<file path="config.mk">
export PLATFORM = sky130hd
export DESIGN_NAME = timer_bank
export DESIGN_NICKNAME = d
export VERILOG_FILES = /design/src/rtl/timer_bank.sv
export SDC_FILE = /design/constraint.sdc
export NUM_CORES = 1
export LEC_CHECK = 0
export BUFFER_PORTS_ARGS = -buffer_cell sky130_fd_sc_hd__buf_2
export CORE_MARGIN = 2
export CORE_UTILIZATION = 29
export CTS_BUF_LIST = sky130_fd_sc_hd__clkbuf_16
export DETAILED_ROUTE_END_ITERATION = 7
export HOLD_SLACK_MARGIN = 0.06
export PLACE_DENSITY = 0.53
export SETUP_SLACK_MARGIN = 0.05
export SLEW_MARGIN = 20
export SYNTH_ARGS = -nofsm -noshare
export SYNTH_HDL_FRONTEND = slang
export SYNTH_SLANG_ARGS = --single-unit
</file>
<file path="constraint.sdc">
create_clock -name clock_16 -period 5.3 [get_ports clock_16]
set_input_delay 1.59 -clock clock_16 [delete_from_list [all_inputs] [get_ports clock_16]]
set_output_delay 1.59 -clock clock_16 [all_outputs]
set_load 0.01 [all_outputs]
</file>
<file path="src/rtl/timer_bank.sv">
// Bank of reload timers with a shared prescale divider and an overflow cascade chain.
// Each lane keeps its own registers; the enable/overflow ripple is resolved in the top.
module timer_lane #(
   parameter int CNT_WIDTH = 16
) (
   input  logic                 clock_16,
   input  logic                 reset,
   input  logic                 l_wr,
   input  logic                 h_wr,
   input  logic [15:0]          wdata,
   input  logic                 inc,
   input  logic                 ovf,
   output logic [CNT_WIDTH-1:0] cnt,
   output logic [15:0]          ctrl,
   output logic                 start,
   output logic                 cascade,
   output logic [1:0]           presc,
   output logic                 at_max,
   output logic                 kill,
   output logic                 overflow,
   output logic                 irq
);
   logic                 irq_en;
   logic [CNT_WIDTH-1:0] reload;

   assign at_max = &cnt;
   // a stopping control write overrides any increment or overflow in the same cycle
   assign kill   = h_wr & ~wdata[7];
   assign ctrl   = {8'h00, start, irq_en, 3'b000, cascade, presc};

   always_ff @(posedge clock_16) begin
      if (reset) begin
         reload   <= '0;
         cnt      <= '0;
         start    <= 1'b0;
         irq_en   <= 1'b0;
         cascade  <= 1'b0;
         presc    <= 2'b00;
         overflow <= 1'b0;
         irq      <= 1'b0;
      end else begin
         if (l_wr) reload <= wdata[CNT_WIDTH-1:0];
         if (h_wr) begin
            start   <= wdata[7];
            irq_en  <= wdata[6];
            cascade <= wdata[2];
            presc   <= wdata[1:0];
         end
         if (h_wr && !start && wdata[7]) cnt <= reload;
         else if (inc && !kill)          cnt <= ovf ? reload : cnt + 1'b1;
         overflow <= ovf;
         irq      <= ovf & irq_en;
      end
   end
endmodule

module timer_bank #(
   parameter int NUM_TIMERS = 4,
   parameter int CNT_WIDTH  = 16,
   parameter int DIV1_LOG2  = 6,
   parameter int DIV2_LOG2  = 8,
   parameter int DIV3_LOG2  = 10
) (
   input  logic                            clock_16,
   input  logic                            reset,
   input  logic [NUM_TIMERS-1:0]           cnt_l_wr,
   input  logic [NUM_TIMERS-1:0]           cnt_h_wr,
   input  logic [15:0]                     wdata,
   output logic [NUM_TIMERS*CNT_WIDTH-1:0] cnt_l_rd,
   output logic [NUM_TIMERS*16-1:0]        cnt_h_rd,
   output logic [NUM_TIMERS-1:0]           overflow,
   output logic [NUM_TIMERS-1:0]           irq
);
   logic [DIV3_LOG2-1:0]        div;
   logic [3:0]                  tick;
   logic [NUM_TIMERS-1:0]       start, cascade, at_max, kill, inc, ovf;
   logic [NUM_TIMERS-1:0][1:0]  presc;

   always_ff @(posedge clock_16) begin
      if (reset) div <= '0;
      else       div <= div + 1'b1;
   end

   assign tick = {&div[DIV3_LOG2-1:0], &div[DIV2_LOG2-1:0], &div[DIV1_LOG2-1:0], 1'b1};

   // cascade chain ripples combinationally from channel 0 upward
   always_comb begin
      logic prev, en;
      prev = 1'b0;
      en   = 1'b0;
      inc  = '0;
      ovf  = '0;
      for (int i = 0; i < NUM_TIMERS; i++) begin
         en     = ((i != 0) && cascade[i]) ? prev : tick[presc[i]];
         inc[i] = start[i] & en;
         ovf[i] = inc[i] & at_max[i] & ~kill[i];
         prev   = ovf[i];
      end
   end

   for (genvar i = 0; i < NUM_TIMERS; i++) begin : g_lane
      timer_lane #(.CNT_WIDTH(CNT_WIDTH)) u_lane (
         .clock_16 (clock_16),
         .reset    (reset),
         .l_wr     (cnt_l_wr[i]),
         .h_wr     (cnt_h_wr[i]),
         .wdata    (wdata),
         .inc      (inc[i]),
         .ovf      (ovf[i]),
         .cnt      (cnt_l_rd[i*CNT_WIDTH +: CNT_WIDTH]),
         .ctrl     (cnt_h_rd[i*16 +: 16]),
         .start    (start[i]),
         .cascade  (cascade[i]),
         .presc    (presc[i]),
         .at_max   (at_max[i]),
         .kill     (kill[i]),
         .overflow (overflow[i]),
         .irq      (irq[i])
      );
   end
endmodule

</file>
==> results.cfg <==
[logic_synthesis]
muxShareOfSynthArea_pct = 12.3
synth_cells = 1005
synth_top_family_by_area = simple AND/OR/NAND/NOR gates
synthFlopType = dfxtp_1
yosysTopAreaCellShare_pct = 38.2
netlist.top_cell.by_area = dfxtp_1
synth-compound-area-share_pct = 16.5
synth_warnings = 0
syn_area_per_cell_um2 = 8.65
post_synth_instance_area_um2 = 8690
synthTopCellsByArea = dfxtp_1, mux2i_1, nor2_1
synth_edf_count = 0
async_reset_ff_share_pct = 0
synth.distinct_cells = 76
synth-seq-cells = 166
synthSimpleGateAreaFrac_pct = 21.8
synthAdderAreaFrac_pct = 0.720
yosysSeqAreaShare_pct = 38.2
synthXorXnorAreaFrac_pct = 0.705

[clock_network]
post_cts_buffers = 0
cts_buffers = 17
cts-root-buf = clkbuf_16
clk_path_buf_depth = 2
cts_resized = 0
clock_latency_ns = 0.43
h-tree-depth = 4
cts_hold_buf = 0
cts_tree = done
clock_sinks = 166
cts.clk_slew.worst_paths_ns = 0.07

[power]
p_sw_share_pct = 27.0
internal-power_uw = 2220
p_per_area_nw_per_um2 = 308
pwr-share-comb_pct = 11.3
leakagePower_uw = 0.00420
ir_drop_v = 0.000161
power_switching_uw = 822
power_frac_seq_pct = 44.8
clockPowerShare_pct = 43.9

[sta]
tns_ns = 0
period_share_pct = 68.6
grt_setup_unrepaired = false
period_minus_slack_ns = 3.64
report.final.slew_viol_count = 0
clock_skew_ns = 0.0118
worstMarginPinSlew_ns = 0.975
finalHoldViolations = 0
fmax_ghz = 0.275
finalSetupViolCount = 0
relSlewSlack_pct = 34.8

[global_route]
overflow = 0
grt_pass1_wl_um = 40300
grtUsageTotal_pct = 16.6
grt_pass1_vias = 6799
antenna_found_initial = 0
grt_max_degree = 75

[detailed_routing]
wire_per_inst_um = 17.6
vias = 7431
ant_nets = 0
routed_wirelength_um = 25800
vias_per_cell = 5.06
drc = 0
first_pass_iters = 5
drt_iter0_markers = 430

[setup_path]
path_cells = buf_2, nand2b_1, nor3b_1, nand2_1, o32ai_4, buf_4, a211oi_2, buf_4, or3_1, o32ai_1
cpMostUsedCell = buf_4
critPathSlowestCell = or3_1
worst_path_dominant_cell_family = simple AND/OR/NAND/NOR gates
cp.required_ns = 5.64
end_kind = flip-flop
crit_fanout = 22
reg2reg_depth = 10
cp-start-kind = input pin
crit_path_max_incr_delay_ns = 0.55
criticalPathCategory = input pin to flip-flop
crit_buf_inv = 3
cp_num_cells = 10
arrival_ns = 3.97

[final_layout]
drive_gt1_share_pct = 17.9
layout.nets = 1098
fillers = 3141
syn2layout_area_growth_pct = 13.8
diodes = 0
fin_cells = 1470

[placed_design]
dp_hpwl_um = 18300
dp_cells = 1438
io_buffers = 117
gp_congestion = 0.814

[run_status]
status = finished, final reports clean

[floorplan]
ios = 162
std_cell_rows = 63
die-area_um2 = 31400
die_w_um = 177
initial_utilization_pct = 29.4
core_area_um2 = 29600
die_y_um = 177

[worst_hold_path]
hold_path_depth = 1
hold_class = flip-flop to flip-flop

[run]
max_cap_viol_count = 0
## final cells by class
type | instances | area, um2 | share of cell area (%)
clock buffers | 17 | 425 | 4.30
clock inverters | 15 | 205 | 2.07
inverters | 21 | 78.8 | 0.797
multi-input cells | 732 | 4700 | 47.5
flip-flops and latches | 166 | 3320 | 33.6
well taps | 390 | 488 | 4.93
repair buffers | 129 | 678 | 6.85
## final timing paths
kind                                        start                                   end  slack (ns)
max                                      wdata[7]  g_lane[2].u_lane.cnt[7]$_SDFFE_PP0P_        1.66
min                             div[0]$_SDFF_PP0_                     div[0]$_SDFF_PP0_        0.47
max reg2reg  g_lane[1].u_lane.cnt[0]$_SDFFE_PP0P_  g_lane[2].u_lane.cnt[7]$_SDFFE_PP0P_        2.04
min reg2reg                     div[0]$_SDFF_PP0_                     div[0]$_SDFF_PP0_        0.47
## cell families (layout without fill, tap and decap cells)
kind of cell	Yosys count	count (layout)
AOI/OAI and AO/OA	197	197
buffers and inverters	150	182
and+or+nand+nor	373	373
adders and majority gates	5	5
muxes	106	106
other	1	44
xor gates and xnor gates	7	7
DFF	166	166
## stage by stage
stage               setup WS (ns)  area [um2]  hold slack [ns]  power [uW]  util (%)
floorplan                    1.72        8850            0.426        1650         -
detailed placement           1.22        9270            0.456        1740      31.3
global route                 1.49        9900            0.503        3170      33.5
finish                       1.66        9900            0.470        3040      33.5
CTS                          1.67        9900            0.472        3080      33.5
global placement             1.23        9270            0.443        1730      31.3
## Yosys cell counts (9+ instances only)
cell,n
a22oi_1,9
o21ai_0,45
inv_1,20
buf_4,66
mux2i_1,98
buf_2,10
and2_1,10
clkbuf_1,44
a211oi_1,18
a21boi_0,10
a31oi_1,9
nor3_1,21
a21oi_1,37
nand2_1,59
nand3_1,30
o32ai_1,13
or3_1,12
nor2_1,143
nand4_1,17
a21o_1,9
nor4_1,16
and3_1,17
dfxtp_1,166
## placed cells by master, fill, tap and decap left out, types with 4 or more instances in the layout
master / synthesis / routed
a221o_1: 8 / 8
dfxtp_1: 166 / 166
a21o_1: 9 / 9
o32ai_1: 13 / 13
and2_1: 10 / 10
mux2_2: 8 / 8
nand2_1: 59 / 59
o21ai_0: 45 / 44
nand3_1: 30 / 30
mux2i_1: 98 / 98
a211oi_1: 18 / 17
bufinv_16: 0 / 4
or3_1: 12 / 12
a21boi_0: 10 / 10
a22oi_1: 9 / 9
or2_2: 6 / 6
inv_1: 20 / 21
clkinv_4: 0 / 6
xor2_1: 5 / 5
nor3b_1: 5 / 5
nor4_1: 16 / 16
a21oi_1: 37 / 37
a211o_1: 6 / 6
buf_4: 66 / 13
and3_1: 17 / 17
clkbuf_16: 0 / 17
ha_1: 5 / 5
nor4b_1: 5 / 5
buf_2: 10 / 116
nor2b_1: 4 / 4
nor2_1: 143 / 143
nand2b_1: 7 / 7
nand4_1: 17 / 17
a31oi_1: 9 / 9
nor3_1: 21 / 21
conb_1: 1 / 44
## registers in the layout, indices dropped and copies added (netlist names)
| signal | cells |
|---|---|
| div | 10 |
| g_lane.u_lane.cascade | 4 |
| g_lane.u_lane.cnt | 64 |
| g_lane.u_lane.irq | 4 |
| g_lane.u_lane.irq_en | 4 |
| g_lane.u_lane.overflow | 4 |
| g_lane.u_lane.presc | 8 |
| g_lane.u_lane.reload | 64 |
| g_lane.u_lane.start | 4 |
## per-layer routing
| metal | part of all wire [%] | routed length [um] | up-vias | GRT usage [%] |
|---|---|---|---|---|
| met5 | 0 | 0 | - | 0 |
| met4 | 1.4 | 359 | 0 | 4.48 |
| met3 | 5.3 | 1380 | 23 | 3.20 |
| met2 | 45 | 11500 | 200 | 25.6 |
| met1 | 49 | 12600 | 3573 | 23.6 |
| li1 | - | - | 3635 | - |
## power groups by stage
| stage | clock network [uW] | logic, uW | registers, uW |
|---|---|---|---|
| floorplan | 0 | 266 | 1380 |
| global placement | 0 | 343 | 1390 |
| detailed placement | 0 | 346 | 1390 |
| CTS | 1370 | 346 | 1360 |
| global route | 1420 | 381 | 1370 |
| finish | 1340 | 344 | 1360 |
Power figures use the tool's default switching activity.
